--- src/rtl/arm_fwd_pkg.sv ---
// arm_fwd_pkg: shared types and constants for the destination-tag forwarding pipeline
package arm_fwd_pkg;
  localparam int REG_W = 4;
  localparam int NREG = 2 ** REG_W;
  typedef struct packed {
    logic valid;
    logic wr;
    logic load;
    logic [REG_W-1:0] dst;
  } dst_tag_t;
  localparam dst_tag_t DST_BUBBLE = '0;
endpackage

--- src/rtl/dst_stage_reg.sv ---
// dst_stage_reg: one pipeline stage of destination tags with sync clear and bubble select
module dst_stage_reg import arm_fwd_pkg::*; (
  input  logic     clk,
  input  logic     rst_n,
  input  logic     bubble,
  input  dst_tag_t d,
  output dst_tag_t q
);
  always_ff @(posedge clk)
    q <= (!rst_n || bubble) ? DST_BUBBLE : d;
endmodule

--- src/rtl/dst_tag_pipe.sv ---
// dst_tag_pipe: carries ID destination tags through EX/MEM/WB for forwarding, with per-register write scoreboard
module dst_tag_pipe #(
  parameter int REG_W = 4,
  parameter int NREG = 16,
  parameter int CNT_W = 16
) (
  input  logic             clk,
  input  logic             rst_n,
  input  logic             id_valid,
  input  logic [REG_W-1:0] id_dst,
  input  logic             id_wr,
  input  logic             id_load,
  input  logic             freeze,
  input  logic             flush,
  output logic [REG_W-1:0] match_add1,
  output logic [REG_W-1:0] match_add2,
  output logic [REG_W-1:0] match_add3,
  output logic             wr1,
  output logic             wr2,
  output logic             wr3,
  output logic             load,
  output logic [NREG-1:0]  busy,
  output logic [CNT_W-1:0] bubble_cnt
);
  import arm_fwd_pkg::*;
  dst_tag_t id_tag, ex, mem, wb;
  logic take;
  assign take = id_valid & ~freeze & ~flush;
  assign id_tag = '{valid: 1'b1, wr: id_wr, load: id_load, dst: id_dst};
  dst_stage_reg u_ex  (.clk(clk), .rst_n(rst_n), .bubble(~take), .d(id_tag), .q(ex));
  dst_stage_reg u_mem (.clk(clk), .rst_n(rst_n), .bubble(1'b0),  .d(ex),     .q(mem));
  dst_stage_reg u_wb  (.clk(clk), .rst_n(rst_n), .bubble(1'b0),  .d(mem),    .q(wb));
  // bubbles are all-zero, so the raw fields already read 0 whenever a stage is invalid
  assign match_add1 = ex.dst;
  assign match_add2 = mem.dst;
  assign match_add3 = wb.dst;
  assign wr1 = ex.wr;
  assign wr2 = mem.wr;
  assign wr3 = wb.wr;
  assign load = ex.load;
  always_ff @(posedge clk)
    bubble_cnt <= !rst_n ? '0 : bubble_cnt + CNT_W'((freeze | flush) & ~&bubble_cnt);
  for (genvar i = 0; i < NREG; i++) begin : g_sb
    logic inc, dec;
    logic [1:0] cnt;
    assign inc = take & id_wr & (id_dst == REG_W'(i));
    assign dec = wb.wr & (wb.dst == REG_W'(i));
    always_ff @(posedge clk)
      cnt <= !rst_n ? 2'd0 : cnt + 2'(inc) - 2'(dec);
    assign busy[i] = |cnt;
    a_no_ovf: assert property (@(posedge clk) disable iff (!rst_n) !(inc && !dec && cnt == 2'd3));
    a_no_udf: assert property (@(posedge clk) disable iff (!rst_n) !(dec && !inc && cnt == 2'd0));
  end
endmodule

--- config.mk ---
export PLATFORM = sky130hd
export DESIGN_NAME = dst_tag_pipe
export DESIGN_NICKNAME = d
export VERILOG_FILES = /design/src/rtl/arm_fwd_pkg.sv /design/src/rtl/dst_stage_reg.sv /design/src/rtl/dst_tag_pipe.sv
export SDC_FILE = /design/constraint.sdc
export NUM_CORES = 1
export LEC_CHECK = 0
export BUFFER_PORTS_ARGS = -buffer_cell sky130_fd_sc_hd__buf_2
export CORE_MARGIN = 2
export CORE_UTILIZATION = 50
export DETAILED_ROUTE_END_ITERATION = 10
export PLACE_DENSITY_LB_ADDON = 0.3
export SYNTH_ARGS = -nofsm -noshare
export SYNTH_HDL_FRONTEND = slang
export SYNTH_SLANG_ARGS = --single-unit
--- constraint.sdc ---
create_clock -name clk -period 2.3 [get_ports clk]
set_input_delay 0.575 -clock clk [delete_from_list [all_inputs] [get_ports clk]]
set_output_delay 0.575 -clock clk [all_outputs]
set_load 0.02 [all_outputs]
==> flow_summary_export.csv, run 1 <==
group,metric,value,unit
floorplan,die-area,7110,um^2
worst_setup_path,rrSetupSlack,190,ps
sta,setup_viol,0,
logic_synthesis,syn_nets,396,
logic_synthesis,ys_seq_area_share,39.7,%
global_routing,grt_pass1_vias,2412,
flow_run,cap_viol_max_count,0,
worst_setup_path,path_class,"flop to flop",
logic_synthesis,synth.cell_area,3230,um^2
logic_synthesis,synthCells,350,
routing,first_pass_iters,4,
worst_setup_path,start_kind,"flop",
logic_synthesis,ys_ff_latch,64,
global_routing,grt_max_degree,51,
logic_synthesis,synth_edf_count,0,
routing,viasPerCell,4.96,
worst_setup_path,reg2regPathDepth,10,
routing,drt_iter0_drc,83,
clock_tree,clock_latency,340,ps
floorplan,die-width,84.3,um
worst_setup_path,cp.required,2530,ps
clock_tree,postCtsHoldBufs,0,
worst_setup_path,reg2reg_from,"bubble_cnt[9]",
floorplan,pin_count,59,
clock_tree,cts.path.max_buffers,2,
sta,max_freq,0.474,GHz
final_layout,nNetsFinal,463,
routing,wl_per_cell,12.9,um
min_path,hp-class,"input pin to flop",
min_path,hold_start,"id_load",
sta,period_share,91.6,%
final_layout,drive_gt1_share,24.7,%
logic_synthesis,yosys.area.top_type,"dfxtp_1",
final_layout,area_growth,18.0,%
global_routing,grt_antenna_before_repair,0,
global_routing,grt_use_total,19.2,%
floorplan,start_util,51.4,%
power,cellLeakagePower,1.94,nW
logic_synthesis,syn_avg_cell_area,9.22,um^2
routing,dr_total_vias,2470,
worst_setup_path,endpoint_kind,"flop",
min_path,holdPathEnd,"u_ex.q[4]",
sta,worst_slew_pin_slew,406,ps
place,io_buffers,58,
status,outcome,"finished clean",
routing,routed_wl,6450,um
floorplan,die_h,84.3,um
worst_setup_path,path_max_fanout,5,
sta,finalMaxSlewViolations,0,
logic_synthesis,synthTopCellsByArea,"dfxtp_1 (40%), ha_1 (14%), and2_1 (12%), xnor2_1 (9.2%), inv_1 (4.0%)",
clock_tree,cts_tree,"built",
logic_synthesis,yosysWarnings,0,
clock_tree,cts_max_level,3,
final_layout,n_fill_cell,582,
global_routing,grt_overflow,0,
min_path,min_path_cells,2,
sta,relSlewSlack,72.9,%
clock_tree,cts_buffers,9,
global_routing,grt_pass1_wl,10700,um
clock_tree,clkSlewWorstSetupHoldPaths,70,ps
worst_setup_path,regToRegEndpoint,"bubble_cnt[14]",
sta,grt_setup_unrepaired,"no",
routing,post-route-drc-count,0,
floorplan,rows,29,
place,gp_congestion,0.764,
final_layout,antenna_cells_inserted,0,
logic_synthesis,ys.flop_type,"dfxtp_1",
final_layout,final_util,60.6,%
sta,period_minus_slack,2110,ps
power,ir_worst_vdd,0.000454,V
clock_tree,cts.sinks,64,
logic_synthesis,synth_cell_type_count,26,
sta,holdWs,446,ps
sta,setup_tns,0,ps
logic_synthesis,synth_top_area_share,39.7,%
floorplan,coreArea,6280,um^2
logic_synthesis,async_reset_ff_share,0,%
place,place_hpwl,4870,um
clock_tree,cts_root_buffer,"clkbuf_8",
worst_setup_path,arrival,2340,ps
power,powerDensity,541,nW/um^2
routing,postRouteAntennaNets,0,
sta,hold_viol,0,
sta,fin_skew,7.48,ps
[cell usage in the layout (no fill, tap or decap), types with 2 or more instances in the layout]
cell type and count:
and2_1 60, or3_1 3, o21ai_0 3, buf_2 58, dfxtp_1 61, xnor2_1 34
nor4_1 5, and4bb_2 2, buf_4 7, or2_2 16, inv_1 34, nor3_1 15
clkinv_2 4, nor2b_1 3, ha_1 35, nand4_1 5, nand2b_1 7, a21boi_0 3
nand2_1 13, dfxtp_2 3, xor2_1 8, clkbuf_8 11, nand3_1 7, nor2_1 18
[repair_timing]
item | CTS | global route
resized for setup | 0 | 3
endpoints found under the setup margin | 0 | 4
setup buffers | 0 | 0
[synthesized netlist by cell type (5+ instances only)]
| master | number |
|---|---|
| and2_1 | 60 |
| clkbuf_1 | 8 |
| dfxtp_1 | 64 |
| ha_1 | 35 |
| inv_1 | 34 |
| nand2_1 | 13 |
| nand2b_1 | 7 |
| nand3_1 | 7 |
| nand4_1 | 5 |
| nor2_1 | 18 |
| nor3_1 | 15 |
| nor4_1 | 6 |
| or2_2 | 16 |
| xnor2_1 | 34 |
| xor2_1 | 8 |
[cell type report]
cell class	instances	area (um^2)	area share [%]
sequential	64	1280	33.8
multi-input combinational	243	1780	46.8
clock buffer	11	151	3.98
timing repair buffer	65	343	9.01
clock inverter	4	20.0	0.526
inverter	34	128	3.35
tap	77	96.3	2.53
[logic make-up after synthesis]
kind of cell	share of synthesized area, %
compound gates	1.40
xor+xnor	11.4
fa+ha+maj	13.6
buf+inv	5.23
flops	39.7
mux	0.310
simple gates	28.4
[metrics by stage]
stage	cell area, um^2	setup slack, ps	cells	power (mW)
after floorplan	3230	7.05	350	1.20
after global placement	3630	153	483	1.24
after detailed placement	3630	141	483	1.24
after CTS	3800	110	498	2.09
after global routing	3810	14.4	498	2.15
final	3810	192	498	2.06
[registers in the layout (all words and copies together), names as in the netlist]
register	count
u_mem.q	5
g_sb.cnt	32
bubble_cnt	16
u_ex.q	6
u_wb.q	5
[metal layers]
layer | part of all wire [%] | track usage, % | up-vias | routed length [um]
met5 | 0 | 0 | - | 0
met2 | 50 | 33.8 | 63 | 3250
met3 | 6.3 | 7.28 | 7 | 409
met1 | 42 | 21.7 | 1153 | 2710
met4 | 1.1 | 5.19 | 0 | 74
li1 | - | - | 1247 | -
[how the worst max path moves through the flow]
stage	from	to	slack, ps	cells after the start
2_1_floorplan	bubble_cnt[3]	bubble_cnt[12]	7	11
3_3_place_gp	bubble_cnt[11]	bubble_cnt[12]	150	10
3_5_place_dp	bubble_cnt[11]	bubble_cnt[14]	140	10
4_1_cts	bubble_cnt[11]	bubble_cnt[14]	110	10
5_1_grt	bubble_cnt[9]	bubble_cnt[12]	10	10
6_report	bubble_cnt[9]	bubble_cnt[14]	190	10
[worst max-delay path, stage by stage, from the launching register on]
cell and delay [ps]:
dfxtp_1 400, nand4_1 150, nor4_2 260, nand4_1 120, o21a_1 120, ha_1 240, ha_1 260, nand4_1 100
nor4_1 60, xor2_1 140, and2_1 160
[power by group]
group / switching, mW / leakage [nW] / internal, mW
sequential: 0.0107 / 0.518 / 1.12
clock: 0.407 / 0.0947 / 0.436
combinational: 0.0538 / 1.33 / 0.0321
total: 0.471 / 1.94 / 1.59
No activity file was read; power rests on OpenSTA's default activity.
==> run 2: changes to the inputs <==
Settings changed: SYNTH_HIERARCHICAL set to 1.
==> run 2 against run 1 <==
Effect of this change: highest routed layer unchanged; non-clock buffer count down 1; register-to-register slack lost 30 ps; maximum frequency fell by 1.4%; clock power increased by 27%; count of clock-buffer cells in the layout is 1 lower; via count increased by 3.1%; largest power group unchanged.
==> flow_summary_export.csv, run 2 <==
group,metric,value,unit
status,outcome,"finished clean",
sta,period_minus_slack,2140,ps
place,io_buffers,58,
floorplan,pin_count,59,
final_layout,drive_gt1_share,23.4,%
sta,period_share,92.9,%
routing,routed_wl,6500,um
worst_setup_path,endpoint_kind,"flop",
global_routing,grt_max_degree,41,
clock_tree,cts_tree,"built",
final_layout,nNetsFinal,473,
power,cellLeakagePower,2.09,nW
place,place_area,3650,um^2
final_layout,largest_reg_flops,32,
clock_tree,cts.path.max_buffers,2,
sta,max_freq,0.468,GHz
sta,grt_setup_unrepaired,"no",
clock_tree,clock_latency,350,ps
worst_setup_path,path_max_fanout,5,
worst_setup_path,arrival,2370,ps
routing,post-route-drc-count,0,
worst_setup_path,cp.required,2530,ps
logic_synthesis,syn_avg_cell_area,9.20,um^2
routing,wl_per_cell,12.8,um
min_path,hp-class,"input pin to flop",
routing,first_pass_iters,4,
routing,viasPerCell,5.00,
logic_synthesis,yosysWarnings,6,
global_routing,grt_pass1_wl,11300,um
final_layout,n_fill_cell,551,
global_routing,grt_overflow,0,
logic_synthesis,synth.cell_area,3200,um^2
worst_setup_path,crit_chain,"or3b_2, nor3_1, ha_1, inv_1, ha_1, xor2_1, xnor2_1, nor2_1",
floorplan,start_util,51.0,%
final_layout,stdcell_area,3870,um^2
clock_tree,cts.sinks,64,
flow_run,cap_viol_max_count,0,
routing,postRouteAntennaNets,0,
floorplan,die_h,84.0,um
clock_tree,cts-resized-gates,0,
sta,holdWs,480,ps
worst_setup_path,cpMostUsedCell,"ha_1",
clock_tree,cts_setup_buffers,0,
final_layout,final_common_cell,"dfxtp_1",
worst_setup_path,crit_path_top_delay_cell,"or3b_2",
place,gp_congestion,0.785,
clock_tree,clkSlewWorstSetupHoldPaths,70,ps
power,ir_worst_vdd,0.000441,V
routing,dr_total_vias,2546,
floorplan,die-width,84.0,um
final_layout,antenna_cells_inserted,0,
floorplan,coreArea,6280,um^2
sta,finalMaxSlewViolations,0,
final_layout,layout_common_cells,"dfxtp_1 (64), buf_2 (58), nor2_1 (44), inv_1 (35), ha_1 (35)",
floorplan,rows,29,
clock_tree,cts_buffers,9,
power,powerDensity,593,nW/um^2
logic_synthesis,synthCells,348,
worst_setup_path,cpPeakStageDelay,540,ps
sta,setup_viol,0,
clock_tree,cts_max_level,3,
clock_tree,cts_root_buffer,"clkbuf_8",
clock_tree,postCtsHoldBufs,0,
global_routing,grt_antenna_before_repair,0,
worst_setup_path,path_class,"flop to flop",
place,place_hpwl,4710,um
sta,hold_viol,0,
global_routing,grt_use_total,20.1,%
worst_setup_path,start_kind,"flop",
final_layout,regMostFlops,"g_sb.cnt",
routing,drt_iter0_drc,82,
final_layout,area_growth,20.8,%
final_layout,largestRegisters,"g_sb.cnt (32), bubble_cnt (16), u_ex/q (6)",
floorplan,die-area,7060,um^2
place,dp_slack,-27.3,ps
sta,setup_slack,163,ps
sta,fin_skew,10.6,ps
global_routing,grt_pass1_vias,2465,
-- run 2: routing by layer --
metal	wire length, um	global-route usage, %
met3	281	6.82
met5	0	0
met4	74	5.28
met1	2840	23.5
met2	3300	35.1
-- run 2: report_power, final --
| group | internal [mW] | total [mW] | switching (mW) |
|---|---|---|---|
| Clock | 0.616 | 1.07 | 0.456 |
| Sequential | 1.12 | 1.12 | 0.00554 |
| Combinational | 0.0363 | 0.102 | 0.0653 |
| Total | 1.77 | 2.30 | 0.527 |
-- run 2: final cells by class --
class                   instances  area [um^2]  area share, %
flip-flops and latches         64         1280           33.1
clock inverters                 6         92.6           2.39
multi-input cells             252         1800           46.5
inverters                      36          135           3.49
well taps                      77         96.3           2.49
clock buffers                  10          128           3.30
repair buffers                 64          335           8.67
-- run 2: critical path, delay by kind of cell, from the launching register on --
family	cells	cell delay, ps
adder cells (fa/ha/maj)	2	430
flip-flops	1	390
AND/OR/NAND/NOR	3	790
buffers and inverters	1	60
XOR/XNOR	2	360
-- run 2: worst paths after layout --
check	startpoint	endpoint	slack (ps)	cells after the start
min reg2reg	bubble_cnt[15]	bubble_cnt[15]	480	2
max	u_wb/q[5]	g_sb[0].cnt[1]	160	8
max reg2reg	u_wb/q[5]	g_sb[0].cnt[1]	160	8
min	id_load	u_ex/q[4]	480	2
-- run 2: stage by stage --
stage                     power, mW  cells  utilization [%]  setup TNS (ps)
after floorplan                1.20    357                -               0
final                          2.30    509             61.6               0
after CTS                      2.32    509             61.6               0
after global routing           2.39    509             61.6               0
after detailed placement       1.25    493             58.1           -27.3
after global placement         1.25    493             58.1               0
==> run 3: changes to the inputs <==
Settings changed: ABC_AREA set to 1, CORE_UTILIZATION 50 to 61.
Clock period 2.3 ns to 2.8 ns, I/O delays scaled along.
==> run 3 against run 2 <==
Effect of this change: combinational power is 11% lower; register-to-register slack better by 610 ps; power is 17% lower; synthesized area is 4.4% higher; first-iteration DRC count is 96% higher; hold slack worse by 56 ps; clock skew is 0.96 ps lower; critical path type unchanged; wire length is 13% higher; critical path depth is 3 higher.
==> flow_summary_export.csv, run 3 <==
group,metric,value,unit
status,outcome,"finished clean",
power,switching_power,0.411,mW
floorplan,die-area,6090,um^2
final_layout,n_fill_cell,425,
power,internal_power,1.49,mW
floorplan,start_util,64.2,%
final_layout,regMostFlops,"g_sb.cnt",
power,sequentialPowerShare,48.6,%
sta,setup_tns,0,ps
global_routing,grt_antenna_before_repair,0,
global_routing,grt_pass1_vias,2792,
sta,setup_viol,0,
logic_synthesis,yosysWarnings,6,
worst_setup_path,path_max_fanout,5,
power,p_clk_share,46.6,%
final_layout,stdcell_area,3940,um^2
sta,period_minus_slack,2020,ps
final_layout,drive_gt1_share,19.9,%
floorplan,die_h,78.0,um
clock_tree,cts_root_buffer,"clkbuf_8",
clock_tree,cts_max_level,3,
power,cellLeakagePower,2.12,nW
routing,wl_per_cell,12.3,um
sta,fin_skew,9.65,ps
sta,setup_slack,778,ps
final_layout,final_common_cell,"inv_1",
worst_setup_path,endpoint_kind,"flop",
clock_tree,clock_latency,350,ps
power,powerDensity,483,nW/um^2
clock_tree,cts_tree,"built",
place,place_hpwl,5540,um
floorplan,pin_count,59,
final_layout,layout_common_cells,"inv_1 (108), nor2_1 (73), dfxtp_1 (64), nand2_1 (58), buf_2 (58)",
final_layout,layout.cells.non_filler,597,
power,p_comb_share,4.8,%
final_layout,area_growth,17.7,%
sta,finalMaxSlewViolations,0,
floorplan,die-width,78.0,um
power,swShare,21.6,%
place,gp_congestion,0.838,
global_routing,grt_max_degree,18,
clock_tree,clkSlewWorstSetupHoldPaths,70,ps
flow_run,cap_viol_max_count,0,
min_path,hp-class,"flop to flop",
final_layout,largestRegisters,"g_sb.cnt (32), bubble_cnt (16), u_ex/q (6)",
sta,hold_viol,0,
global_routing,grt_pass1_wl,12000,um
clock_tree,postCtsHoldBufs,0,
min_path,min_path_cells,2,
place,io_buffers,58,
global_routing,grt_use_total,25.4,%
sta,grt_setup_unrepaired,"no",
min_path,hold_start,"u_ex/q[2]",
floorplan,coreArea,5200,um^2
worst_setup_path,rrSetupSlack,780,ps
routing,first_pass_iters,4,
routing,dr_total_vias,2958,
clock_tree,cts.path.max_buffers,2,
worst_setup_path,path_class,"flop to flop",
clock_tree,cts.sinks,64,
place,placed_cells,582,
place,dp_slack,576,ps
final_layout,register_area,1280,um^2
sta,period_share,72.2,%
clock_tree,cts_buffers,9,
routing,viasPerCell,4.95,
place,place_area,3710,um^2
logic_synthesis,syn_avg_cell_area,7.33,um^2
power,ir_worst_vdd,0.000368,V
floorplan,rows,26,
worst_setup_path,reg2regPathDepth,11,
worst_setup_path,reg2reg_from,"bubble_cnt[9]",
clock_tree,cts-resized-gates,0,
power,p_total,1.90,mW
worst_setup_path,regToRegEndpoint,"bubble_cnt[8]",
worst_setup_path,arrival,2310,ps
sta,max_freq,0.495,GHz
final_layout,largest_reg_flops,32,
global_routing,grt_overflow,0,
routing,drt_iter0_drc,161,
final_layout,nNetsFinal,569,
routing,post-route-drc-count,0,
logic_synthesis,synth.cell_area,3340,um^2
routing,postRouteAntennaNets,0,
final_layout,multi_input_comb_area,1630,um^2
clock_tree,cts_setup_buffers,0,
worst_setup_path,start_kind,"flop",
logic_synthesis,synthCells,456,
min_path,holdPathEnd,"u_mem/q[2]",
final_layout,antenna_cells_inserted,0,
routing,routed_wl,7320,um
worst_setup_path,cp.required,3080,ps
[run 3: how the worst max path moves through the flow]
stage,from,to,slack (ps),depth (start not counted)
2_1_floorplan,bubble_cnt[4],bubble_cnt[8],890,11
4_1_cts,bubble_cnt[9],bubble_cnt[8],800,11
3_5_place_dp,flush,g_sb[3].cnt[1],580,9
5_1_grt,bubble_cnt[9],bubble_cnt[8],600,11
3_3_place_gp,flush,g_sb[9].cnt[1],670,9
6_report,bubble_cnt[9],bubble_cnt[8],780,11
[run 3: worst max-delay path, stage by stage, from the launching register on]
cell,delay [ps]
dfxtp_1,380
nand2_1,110
nor2_2,220
nand4_1,160
o21a_1,200
ha_1,230
ha_1,190
inv_1,90
nor2_2,70
nand2_1,90
o21ai_0,80
a21oi_1,130
[run 3: cell type report]
type / count / share of cell area [%]
timing repair buffer: 60 / 7.76
sequential: 64 / 32.6
clock inverter: 3 / 1.65
tap: 70 / 2.23
clock buffer: 12 / 3.94
inverter: 110 / 10.5
multi-input combinational: 278 / 41.4
[run 3: power by group through the flow]
stage / Clock, mW / Sequential [mW] / Combinational, mW
floorplan: 0 / 0.952 / 0.0498
global placement: 0 / 0.945 / 0.0857
detailed placement: 0 / 0.945 / 0.0889
CTS: 0.894 / 0.924 / 0.0899
global route: 0.935 / 0.925 / 0.100
finish: 0.887 / 0.924 / 0.0907
[run 3: per-stage QoR]
| step | hold WS [ps] | utilization [%] |
|---|---|---|
| 2_1_floorplan | 506 | - |
| 3_3_place_gp | 413 | 71.4 |
| 3_5_place_dp | 417 | 71.4 |
| 4_1_cts | 427 | 75.6 |
| 5_1_grt | 440 | 75.6 |
| 6_report | 424 | 75.6 |
[run 3: metal layers]
| layer | track usage, % | vias up | wire, um |
|---|---|---|---|
| met3 | 8.16 | 25 | 458 |
| met4 | 11.9 | 0 | 214 |
| met2 | 43.2 | 93 | 3590 |
| li1 | - | 1507 | - |
| met5 | 0 | - | 0 |
| met1 | 28.9 | 1333 | 3050 |
